<file path="src/rtl/crypto_issue_ctrl_if.sv">
// Issue-stage / coprocessor / writeback signal bundle for crypto_issue_ctrl.
// slave is the controller side; master is the surrounding core/coprocessor side.
interface crypto_issue_ctrl_if #(
  parameter int XLEN = 64,
  parameter int IdW  = 2
);
  logic              instr_valid_i;
  logic              instr_ready_o;
  logic [31:0]       instr_i;
  logic [3*XLEN-1:0] rs_i;
  logic [4:0]        rd_i;

  logic              issue_valid_o;
  logic              issue_ready_i;
  logic [31:0]       issue_instr_o;
  logic [3*XLEN-1:0] issue_rs_o;
  logic [IdW-1:0]    issue_id_o;
  logic              issue_accept_i;
  logic              issue_writeback_i;

  logic              result_valid_i;
  logic              result_ready_o;
  logic [IdW-1:0]    result_id_i;
  logic [XLEN-1:0]   result_data_i;

  logic              wb_valid_o;
  logic [4:0]        wb_rd_o;
  logic [XLEN-1:0]   wb_data_o;

  logic              illegal_o;
  logic              spurious_o;
  logic              flush_i;
  logic [IdW:0]      outstanding_o;

  modport slave (
    input  instr_valid_i, instr_i, rs_i, rd_i,
    output instr_ready_o,
    output issue_valid_o, issue_instr_o, issue_rs_o, issue_id_o,
    input  issue_ready_i, issue_accept_i, issue_writeback_i,
    input  result_valid_i, result_id_i, result_data_i,
    output result_ready_o,
    output wb_valid_o, wb_rd_o, wb_data_o,
    output illegal_o, spurious_o, outstanding_o,
    input  flush_i
  );

  modport master (
    output instr_valid_i, instr_i, rs_i, rd_i,
    input  instr_ready_o,
    input  issue_valid_o, issue_instr_o, issue_rs_o, issue_id_o,
    output issue_ready_i, issue_accept_i, issue_writeback_i,
    output result_valid_i, result_id_i, result_data_i,
    input  result_ready_o,
    input  wb_valid_o, wb_rd_o, wb_data_o,
    input  illegal_o, spurious_o, outstanding_o,
    output flush_i
  );
endinterface

</file>
<file path="src/rtl/crypto_issue_ctrl.sv">
// Crypto coprocessor issue initiator: registers offloaded instructions, tracks
// result IDs in a small table and routes out-of-order results to writeback.

module crypto_issue_entry (
  input  logic       clk_i,
  input  logic       rst_i,
  input  logic       flush_i,
  input  logic       set_pend_i,
  input  logic       set_kill_i,
  input  logic       res_hit_i,
  input  logic [4:0] rd_i,
  output logic [1:0] st_o,
  output logic [4:0] rd_o
);
  localparam logic [1:0] FREE = 2'd0, PEND = 2'd1, KILL = 2'd2;

  // Allocation only targets a FREE entry, so it never races a real writeback;
  // a result beats a flush so the writeback is not lost.
  always_ff @(posedge clk_i) begin
    if (rst_i) begin
      st_o <= FREE;
      rd_o <= '0;
    end else if (set_pend_i) begin
      st_o <= PEND;
      rd_o <= rd_i;
    end else if (set_kill_i) begin
      st_o <= KILL;
    end else if (res_hit_i) begin
      st_o <= FREE;
    end else if (flush_i && st_o == PEND) begin
      st_o <= KILL;
    end
  end
endmodule

module crypto_issue_ctrl #(
  parameter int XLEN  = 64,
  parameter int Depth = 4,
  parameter int IdW   = $clog2(Depth)
) (
  input logic                clk_i,
  input logic                rst_i,
  crypto_issue_ctrl_if.slave bus
);
  localparam logic [0:0] S_IDLE = 1'b0, S_ISSUE = 1'b1;
  localparam logic [1:0] FREE = 2'd0, PEND = 2'd1;

  typedef struct packed {
    logic [31:0]       instr;
    logic [3*XLEN-1:0] rs;
    logic [4:0]        rd;
  } req_t;

  logic [0:0]             state_q;
  req_t                   req_q;
  logic [IdW-1:0]         id_q;
  logic [Depth-1:0][1:0]  ent_st;
  logic [Depth-1:0][4:0]  ent_rd;
  logic [Depth-1:0]       avail, set_pend, set_kill, res_hit;
  logic [IdW-1:0]         alloc_id;
  logic                   full, ready, req_fire, issue_fire, res_fire;
  logic [IdW:0]           cnt;
  logic                   illegal_q, spurious_q, wb_valid_q;
  logic [4:0]             wb_rd_q;
  logic [XLEN-1:0]        wb_data_q;

  // The entry held in ISSUE is still FREE in the table but must not be reused.
  always_comb begin
    avail    = '0;
    alloc_id = '0;
    cnt      = '0;
    for (int i = 0; i < Depth; i++)
      avail[i] = ent_st[i] == FREE && !(state_q == S_ISSUE && id_q == IdW'(i));
    for (int i = Depth - 1; i >= 0; i--)
      if (avail[i]) alloc_id = IdW'(i);
    for (int i = 0; i < Depth; i++)
      cnt = cnt + {{IdW{1'b0}}, ent_st[i] == PEND};
  end

  assign full       = ~|avail;
  assign ready      = !rst_i && state_q == S_IDLE && !full && !bus.flush_i;
  assign req_fire   = bus.instr_valid_i && ready;
  assign issue_fire = state_q == S_ISSUE && bus.issue_ready_i;
  assign res_fire   = bus.result_valid_i && !rst_i;

  for (genvar gi = 0; gi < Depth; gi++) begin : g_ent
    assign set_pend[gi] = issue_fire && !bus.flush_i && bus.issue_accept_i &&
                          bus.issue_writeback_i && id_q == IdW'(gi);
    assign set_kill[gi] = issue_fire && bus.flush_i && bus.issue_writeback_i &&
                          id_q == IdW'(gi);
    assign res_hit[gi]  = res_fire && bus.result_id_i == IdW'(gi);

    crypto_issue_entry u_ent (
      .clk_i      (clk_i),
      .rst_i      (rst_i),
      .flush_i    (bus.flush_i),
      .set_pend_i (set_pend[gi]),
      .set_kill_i (set_kill[gi]),
      .res_hit_i  (res_hit[gi]),
      .rd_i       (req_q.rd),
      .st_o       (ent_st[gi]),
      .rd_o       (ent_rd[gi])
    );
  end

  always_ff @(posedge clk_i) begin
    if (rst_i) begin
      state_q <= S_IDLE;
      req_q   <= '0;
      id_q    <= '0;
    end else begin
      case (state_q)
        S_IDLE:
          if (req_fire) begin
            req_q   <= '{instr: bus.instr_i, rs: bus.rs_i, rd: bus.rd_i};
            id_q    <= alloc_id;
            state_q <= S_ISSUE;
          end
        default:
          if (bus.flush_i || bus.issue_ready_i) state_q <= S_IDLE;
      endcase
    end
  end

  always_ff @(posedge clk_i) begin
    if (rst_i) begin
      illegal_q  <= 1'b0;
      spurious_q <= 1'b0;
      wb_valid_q <= 1'b0;
      wb_rd_q    <= '0;
      wb_data_q  <= '0;
    end else begin
      illegal_q  <= issue_fire && !bus.flush_i && !bus.issue_accept_i;
      wb_valid_q <= res_fire && ent_st[bus.result_id_i] == PEND;
      spurious_q <= res_fire && ent_st[bus.result_id_i] == FREE;
      if (res_fire) begin
        wb_rd_q   <= ent_rd[bus.result_id_i];
        wb_data_q <= bus.result_data_i;
      end
    end
  end

  assign bus.instr_ready_o  = ready;
  assign bus.issue_valid_o  = state_q == S_ISSUE;
  assign bus.issue_instr_o  = req_q.instr;
  assign bus.issue_rs_o     = req_q.rs;
  assign bus.issue_id_o     = id_q;
  assign bus.result_ready_o = !rst_i;
  assign bus.wb_valid_o     = wb_valid_q;
  assign bus.wb_rd_o        = wb_rd_q;
  assign bus.wb_data_o      = wb_data_q;
  assign bus.illegal_o      = illegal_q;
  assign bus.spurious_o     = spurious_q;
  assign bus.outstanding_o  = cnt;
endmodule
</file>
<file path="src/flat_wrapper.sv">
// flat-port wrapper written by rule: the top's interface ports become plain ports
module crypto_issue_ctrl_flat 
#(
  parameter int XLEN  = 64,
  parameter int Depth = 4,
  parameter int IdW   = $clog2(Depth)
)
  (clk_i, rst_i, bus_instr_valid_i, bus_instr_i, bus_rs_i, bus_rd_i, bus_instr_ready_o, bus_issue_valid_o, bus_issue_instr_o, bus_issue_rs_o, bus_issue_id_o, bus_issue_ready_i, bus_issue_accept_i, bus_issue_writeback_i, bus_result_valid_i, bus_result_id_i, bus_result_data_i, bus_result_ready_o, bus_wb_valid_o, bus_wb_rd_o, bus_wb_data_o, bus_illegal_o, bus_spurious_o, bus_outstanding_o, bus_flush_i);
  crypto_issue_ctrl_if #(.XLEN(XLEN), .IdW(IdW)) bus_i ();
  input logic clk_i;
  input logic rst_i;
  input wire logic [$bits(bus_i.instr_valid_i)-1:0] bus_instr_valid_i;
  input wire logic [$bits(bus_i.instr_i)-1:0] bus_instr_i;
  input wire logic [$bits(bus_i.rs_i)-1:0] bus_rs_i;
  input wire logic [$bits(bus_i.rd_i)-1:0] bus_rd_i;
  output wire logic [$bits(bus_i.instr_ready_o)-1:0] bus_instr_ready_o;
  output wire logic [$bits(bus_i.issue_valid_o)-1:0] bus_issue_valid_o;
  output wire logic [$bits(bus_i.issue_instr_o)-1:0] bus_issue_instr_o;
  output wire logic [$bits(bus_i.issue_rs_o)-1:0] bus_issue_rs_o;
  output wire logic [$bits(bus_i.issue_id_o)-1:0] bus_issue_id_o;
  input wire logic [$bits(bus_i.issue_ready_i)-1:0] bus_issue_ready_i;
  input wire logic [$bits(bus_i.issue_accept_i)-1:0] bus_issue_accept_i;
  input wire logic [$bits(bus_i.issue_writeback_i)-1:0] bus_issue_writeback_i;
  input wire logic [$bits(bus_i.result_valid_i)-1:0] bus_result_valid_i;
  input wire logic [$bits(bus_i.result_id_i)-1:0] bus_result_id_i;
  input wire logic [$bits(bus_i.result_data_i)-1:0] bus_result_data_i;
  output wire logic [$bits(bus_i.result_ready_o)-1:0] bus_result_ready_o;
  output wire logic [$bits(bus_i.wb_valid_o)-1:0] bus_wb_valid_o;
  output wire logic [$bits(bus_i.wb_rd_o)-1:0] bus_wb_rd_o;
  output wire logic [$bits(bus_i.wb_data_o)-1:0] bus_wb_data_o;
  output wire logic [$bits(bus_i.illegal_o)-1:0] bus_illegal_o;
  output wire logic [$bits(bus_i.spurious_o)-1:0] bus_spurious_o;
  output wire logic [$bits(bus_i.outstanding_o)-1:0] bus_outstanding_o;
  input wire logic [$bits(bus_i.flush_i)-1:0] bus_flush_i;
  assign bus_i.instr_valid_i = bus_instr_valid_i;
  assign bus_i.instr_i = bus_instr_i;
  assign bus_i.rs_i = bus_rs_i;
  assign bus_i.rd_i = bus_rd_i;
  assign bus_instr_ready_o = bus_i.instr_ready_o;
  assign bus_issue_valid_o = bus_i.issue_valid_o;
  assign bus_issue_instr_o = bus_i.issue_instr_o;
  assign bus_issue_rs_o = bus_i.issue_rs_o;
  assign bus_issue_id_o = bus_i.issue_id_o;
  assign bus_i.issue_ready_i = bus_issue_ready_i;
  assign bus_i.issue_accept_i = bus_issue_accept_i;
  assign bus_i.issue_writeback_i = bus_issue_writeback_i;
  assign bus_i.result_valid_i = bus_result_valid_i;
  assign bus_i.result_id_i = bus_result_id_i;
  assign bus_i.result_data_i = bus_result_data_i;
  assign bus_result_ready_o = bus_i.result_ready_o;
  assign bus_wb_valid_o = bus_i.wb_valid_o;
  assign bus_wb_rd_o = bus_i.wb_rd_o;
  assign bus_wb_data_o = bus_i.wb_data_o;
  assign bus_illegal_o = bus_i.illegal_o;
  assign bus_spurious_o = bus_i.spurious_o;
  assign bus_outstanding_o = bus_i.outstanding_o;
  assign bus_i.flush_i = bus_flush_i;
  crypto_issue_ctrl #(.XLEN(XLEN), .Depth(Depth), .IdW(IdW)) u_core (.clk_i(clk_i), .rst_i(rst_i), .bus(bus_i));
endmodule
</file>
<file path="config.mk">
export PLATFORM = sky130hd
export DESIGN_NAME = crypto_issue_ctrl_flat
export DESIGN_NICKNAME = d
export VERILOG_FILES = /design/src/rtl/crypto_issue_ctrl_if.sv /design/src/rtl/crypto_issue_ctrl.sv /design/src/flat_wrapper.sv
export SDC_FILE = /design/constraint.sdc
export NUM_CORES = 1
export LEC_CHECK = 0
export ABC_AREA = 0
export ABC_CLOCK_PERIOD_IN_PS = 3000
export CORE_AREA = 2 2 238 240
export CTS_CLUSTER_DIAMETER = 30
export DETAILED_ROUTE_END_ITERATION = 8
export DIE_AREA = 0 0 240 242
export GPL_ROUTABILITY_DRIVEN = 0
export PLACE_DENSITY = 0.56
export SETUP_SLACK_MARGIN = 0.05
export SLEW_MARGIN = 20
export SYNTH_ARGS = -nofsm -noshare
export SYNTH_HDL_FRONTEND = slang
export SYNTH_SLANG_ARGS = --single-unit
</file>
<file path="constraint.sdc">
create_clock -name clk_i -period 3 [get_ports clk_i]
set_input_delay 0.6 -clock clk_i [delete_from_list [all_inputs] [get_ports clk_i]]
set_output_delay 0.6 -clock clk_i [all_outputs]
set_load 0.005 [all_outputs]
</file>
==> impl_metrics.csv, run 1 <==
group,metric,value,unit
timing,max-slew-margin-rel,0.524,
clock_tree,postCtsHoldBufs,0,
timing,layout_setup_ws,0.170,ns
layout,drive_gt1_frac,0.231,
grt,grt_overflow,0,
routing,wl,44.1,mm
clock_tree,clk_path_buf_depth,3,
grt,grt_pass1_wl,66.1,mm
placement,post-dp-hpwl,31.5,mm
yosys,yosys_warnings,0,
timing,tns,0,ns
grt,grt_pass1_vias,11300,
yosys,synthArstFlopShare,0,
routing,vias,10500,
clock_tree,clock_sinks,332,
yosys,yosys-top-cells-area,"dfxtp_1 (49%), mux2_4 (19%), nor2b_1 (11%)",
clock_tree,cts_root_buffer,"clkbuf_16",
setup_path,end_kind,"output pin",
layout,area_growth,73.6,%
yosys,yosysUniqueCellTypes,40,
timing,setup_viol,0,
floorplanning,start_util,0.246,
routing,ant_nets,0,
timing,rsz0062_at_grt,"false",
yosys,yosysSeqAreaShare,0.485,
yosys,avgSynthCellArea,12.1,sq um
layout,diodes,0,
status,outcome,"finished, final reports clean",
timing,fin_crit,2.83,ns
setup_path,worst-r2r-setup-slack,0.61,ns
setup_path,cp_max_fo,4,
floorplanning,rows,87,
yosys,syn_inst,1133,
hold_path,holdCritPathClass,"input pin to flop",
setup_path,cp-start-kind,"flop",
yosys,synth_ff_type,"dfxtp_1",
layout,nets,2077,
clock_tree,path_clk_slew,0.04,ns
yosys,syn-num-nets,1439,
clock_tree,cts_buffers,91,
timing,finClkSkew,0.0247,ns
setup_path,critPathRequiredTime,2.40,ns
power,p_per_area,699,nW/um^2
job,drv_cap,0,
yosys,ys_seq_elements,332,
yosys,yosysTopAreaCell,"dfxtp_1",
grt,grt_max_degree,113,
routing,drc,0,
grt,grt_usage,0.148,
setup_path,cp.arrival,2.23,ns
routing,avgViaCountPerCell,4.05,
floorplanning,pin_count,607,
placement,pre_cts_slack,0.232,ns
timing,finalCritPeriodShare,0.943,
setup_path,crit_type,"flop to output pin",
timing,max_freq,0.353,GHz
routing,wl_per_cell,17.0,um
power,p_leak,10.1,nW
timing,tightest_slew,0.714,ns
clock_tree,clk_latency,0.60,ns
grt,antenna_found_initial,3,
power,power.total,16.6,mW
timing,slew_viol_final,0,
routing,drt-initial-drc-count,376,
floorplanning,coreArea,55700,sq um
clock_tree,h-tree-depth,3,
yosys,synth_edf_count,0,
yosys,syn_area,13700,sq um
placement,place.port_buffers,606,
floorplanning,die_x,240,um
layout,fillCellCount,5210,
floorplanning,die_area,58100,sq um
routing,drt_first_pass_iters,4,
floorplanning,floorplan.die.height,242,um
yosys,netlist.area_leader.share,0.485,
timing,finalHoldViolCount,0,
power,ir_drop,0.399,mV
clock_tree,tritoncts,"done",
==> Yosys cell counts (2+ instances only) <==
library cell,n
a211o_1,2
a211oi_1,4
a21o_1,3
a21oi_1,5
a41oi_1,2
buf_1,6
buf_2,9
buf_6,21
clkbuf_1,40
dfxtp_1,332
ha_1,2
inv_1,7
mux2_2,52
mux2_4,177
mux2i_1,90
mux4_2,7
nand2_1,9
nand2b_1,6
nand3_1,4
nand3b_1,3
nor2_1,93
nor2b_1,233
nor3_1,4
nor3b_1,2
o21ai_0,5
==> final cells by class <==
cell class	instances	area (sq um)	share of cell area
timing repair buffer	622	6250	0.263
clock buffer	115	2570	0.108
clock inverter	50	742	0.0312
inverter	7	26.3	0.00111
sequential	332	6660	0.280
multi-input combinational	717	6570	0.277
tap	756	946	0.0398
==> layer usage <==
metal / part of all wire / track usage / vias up / wire length, um
li1: - / - / 5127 / -
met1: 0.38 / 0.156 / 4863 / 16800
met2: 0.48 / 0.248 / 453 / 21100
met3: 0.11 / 0.0708 / 75 / 4990
met4: 0.027 / 0.0680 / 6 / 1200
met5: 0.00066 / 0 / - / 29
==> worst paths after layout <==
check	from	to	depth (start not counted)
max reg2reg	u_core.bus.issue_id_o[0]	u_core.bus.issue_rs_o[182]	5
min	rst_i	u_core.g_ent[0].u_ent.st_o[0]	2
max	u_core.g_ent[1].u_ent.st_o[0]	bus_outstanding_o[0]	6
min reg2reg	u_core.g_ent[3].u_ent.rd_o[3]	u_core.g_ent[3].u_ent.rd_o[3]	2
==> cells by family (layout without fill, tap and decap cells) <==
| logic type | count (synthesis) | in the layout | share of synthesized area |
|---|---|---|---|
| AND/OR/NAND/NOR | 363 | 363 | 0.149 |
| flip-flops | 332 | 332 | 0.485 |
| multiplexers | 326 | 326 | 0.314 |
| buffers and inverters | 84 | 794 | 0.0356 |
| AO/OA/AOI/OAI | 25 | 25 | 0.0127 |
| adder cells (fa/ha/maj) | 3 | 3 | 0.00329 |
==> flip-flops by register name, indices dropped and copies added (netlist names) <==
name / flops
u_core.bus.issue_id_o: 2
u_core.g_ent.u_ent.st_o: 8
u_core.bus.issue_valid_o: 1
u_core.bus.illegal_o: 1
u_core.req_q: 5
u_core.bus.wb_valid_o: 1
u_core.bus.issue_rs_o: 192
u_core.bus.wb_rd_o: 5
u_core.bus.issue_instr_o: 32
u_core.bus.spurious_o: 1
u_core.bus.wb_data_o: 64
u_core.g_ent.u_ent.rd_o: 20
==> power breakdown <==
group          switching, mW  total (mW)  internal, mW
combinational          0.485        1.55          1.07
sequential             0.116        4.77          4.66
clock                   2.86        10.3          7.43
==> layout by cell type (no fill, tap or decap), types with 2 or more instances in the layout <==
cell               n
clkinv_8           2
nand2b_1           6
buf_12             6
buf_4             11
clkbuf_1           4
nor3_1             4
nor2b_1          232
ha_1               2
nand3_1            4
nor3b_1            2
mux2_4           177
clkdlybuf4s50_1  601
nor2_1            93
clkinv_2          17
clkbuf_16         91
mux4_2             7
mux2i_1           90
bufinv_16         17
clkinvlp_4         7
clkinv_4           3
inv_1              7
nand2_1            9
a41oi_1            2
a21o_1             3
a21oi_1            5
a211oi_1           4
inv_6              4
o21ai_0            5
clkbuf_8          20
a211o_1            2
mux2_2            52
dfxtp_4            3
dfxtp_1          329
nand3b_1           3
==> worst max-delay path, cell delays in order, from the launching register on <==
cell and delay, ns:
dfxtp_4 0.35, nor2b_2 0.16, ha_1 0.28, inv_1 0.05
fa_1 0.49, inv_1 0.03, dlygate4sd2_1 0.27
==> per-stage QoR <==
stage | area (sq um) | util | cells | hold slack, ns
floorplan | 13700 | - | 1133 | 0.455
global placement | 20400 | 0.367 | 2433 | 0.468
detailed placement | 20400 | 0.367 | 2433 | 0.480
CTS | 23800 | 0.426 | 2598 | 0.167
global route | 23800 | 0.426 | 2599 | 0.193
finish | 23800 | 0.426 | 2599 | 0.223
==> repair_timing <==
action | CTS | global route
hold endpoints to repair | 0 | 0
resized for setup | 10 | 5
endpoints found under the setup margin | 4 | 3
setup buffers | 0 | 1
cloned | 0 | 0
Power figures use the tool's default switching activity.
==> run 2, diff against run 1 <==
- ABC_CLOCK_PERIOD_IN_PS: 3000 -> 3350
- PLACE_DENSITY: 0.56 -> 0.55
- clock period: 3 -> 3.35 ns (I/O delays scaled with it)
==> run 2 against run 1 <==
  * Count of clock-buffer cells in the layout is 14 higher
  * Sequential share of layout area rose by 0.073 points
  * Design area is 0.41% lower
  * Sequential power shrank 10%
  * Die area unchanged
  * Hold slack better by 0.26 ns
  * Sequential cell count unchanged
  * Wire length up 0.71%
  * Highest routed layer unchanged
  * Critical path depth is 1 lower
==> impl_metrics.csv, run 2 (synthesis gave the netlist of run 1 again) <==
group,metric,value,unit
clock_tree,postCtsSetupBuffers,0,
layout,final_common_cell,"clkdlybuf4s50_1",
layout,final_cell_mix,"clkdlybuf4s50_1 (601), dfxtp_1 (331), nor2b_1 (232)",
timing,max-slew-margin-rel,0.428,
timing,slew_viol_final,0,
clock_tree,tritoncts,"done",
setup_path,cp.arrival,2.42,ns
power,ir_drop,0.362,mV
timing,layout_setup_ws,0.258,ns
setup_path,critical-path-slowest-cell,"dfxtp_1",
floorplanning,die_x,240,um
placement,dpl_cell_area,20500,sq um
clock_tree,clk_path_buf_depth,3,
floorplanning,floorplan.die.height,242,um
setup_path,crit_buf_inv,1,
grt,antenna_found_initial,6,
grt,grt_usage,0.148,
routing,ant_nets,0,
power,p_leak,10.0,nW
job,drv_cap,0,
setup_path,critical_path.top_delay_family,"flip-flops",
status,outcome,"finished, final reports clean",
routing,drt-initial-drc-count,342,
grt,grt_max_degree,177,
grt,grt_overflow,0,
floorplanning,start_util,0.246,
layout,largest_reg_flops,192,
setup_path,cp-start-kind,"flop",
power,power.total,14.5,mW
layout,instances_no_fill,2605,
clock_tree,path_clk_slew,0.04,ns
clock_tree,h-tree-depth,3,
timing,tightest_slew,0.858,ns
placement,dp_cells,2438,
placement,post-dp-hpwl,31.5,mm
routing,drt_first_pass_iters,4,
floorplanning,pin_count,607,
clock_tree,clk_latency,0.61,ns
routing,avgViaCountPerCell,4.04,
placement,pre_cts_slack,0.487,ns
power,p_per_area,612,nW/um^2
floorplanning,rows,87,
layout,regArea,6650,sq um
layout,final_cell_area,23700,sq um
routing,vias,10500,
routing,drc,0,
setup_path,crit_type,"flop to output pin",
setup_path,cp_max_fo,12,
grt,grt_pass1_wl,66.5,mm
timing,finalCritPeriodShare,0.923,
clock_tree,cts_resized,3,
timing,fin_crit,3.09,ns
layout,nets,2081,
layout,multiInputGateArea,6570,sq um
layout,area_growth,72.8,%
clock_tree,postCtsHoldBufs,0,
routing,wl_per_cell,17.0,um
timing,finalHoldViolCount,0,
setup_path,critPathRequiredTime,2.68,ns
floorplanning,coreArea,55700,sq um
clock_tree,clock_sinks,332,
setup_path,max_stage_delay,0.57,ns
layout,fillCellCount,5350,
timing,tns,0,ns
hold_path,holdCritPathClass,"flop to flop",
grt,grt_pass1_vias,11400,
setup_path,crit_chain,"nor2_1 -> a211o_1 -> nand4_1 -> and2_1 -> clkdlybuf4s50_1",
layout,fin_util,0.425,
setup_path,end_kind,"output pin",
placement,place.port_buffers,606,
layout,drive_gt1_frac,0.223,
routing,wl,44.4,mm
timing,finClkSkew,0.0261,ns
timing,max_freq,0.323,GHz
clock_tree,cts_buffers,91,
timing,setup_viol,0,
floorplanning,die_area,58100,sq um
timing,rsz0062_at_grt,"false",
clock_tree,cts_root_buffer,"clkbuf_16",
timing,hold_slack,0.487,ns
[run 2: cell types whose count changed in the layout (fill, tap and decap cells not counted), sizes merged]
cell	change
buf	+3
bufinv	-7
clkbuf	+13
clkinv	-3
clkinvlp	-3
diode	+3
dlymetal6s2s	+2
inv	-2
[run 2: worst min-delay path: stages (launching register included)]
cell and delay (ns):
dfxtp_1 0.32, mux2i_1 0.06, nor2_1 0.07
[run 2: path summary, 6_finish.rpt]
kind                            startpoint  slack [ns]  cells after the start                         end
setup / recovery  u_core.bus.issue_id_o[0]        0.26                      5           bus_instr_ready_o
hold / removal    u_core.bus.wb_data_o[15]        0.49                      2    u_core.bus.wb_data_o[15]
setup reg to reg  u_core.bus.issue_id_o[0]        0.77                      5  u_core.bus.issue_rs_o[185]
hold reg to reg   u_core.bus.wb_data_o[15]        0.49                      2    u_core.bus.wb_data_o[15]
[run 2: power breakdown]
group          internal (mW)  switching [mW]  total (mW)  leakage (nW)
registers               4.17           0.108        4.28          2.72
clock network           6.21            2.60        8.81          1.55
logic                  0.955           0.433        1.39          5.78
[run 2: metal layers]
layer	routed length (um)	up-vias	global-route usage	share of wire
li1	-	5114	-	-
met1	17300	4902	0.163	0.39
met2	21000	426	0.242	0.47
met3	4580	89	0.0653	0.10
met4	1500	6	0.0723	0.034
met5	36	-	0	0.00081
[run 2: layout make-up]
| class | instances | share of cell area |
|---|---|---|
| Clock inverter | 35 | 0.0228 |
| Multi-Input combinational cell | 717 | 0.278 |
| Timing Repair Buffer | 626 | 0.266 |
| Sequential cell | 332 | 0.281 |
| Inverter | 7 | 0.00111 |
| Antenna cell | 3 | 0.000317 |
| Tap cell | 756 | 0.0400 |
| Clock buffer | 129 | 0.112 |
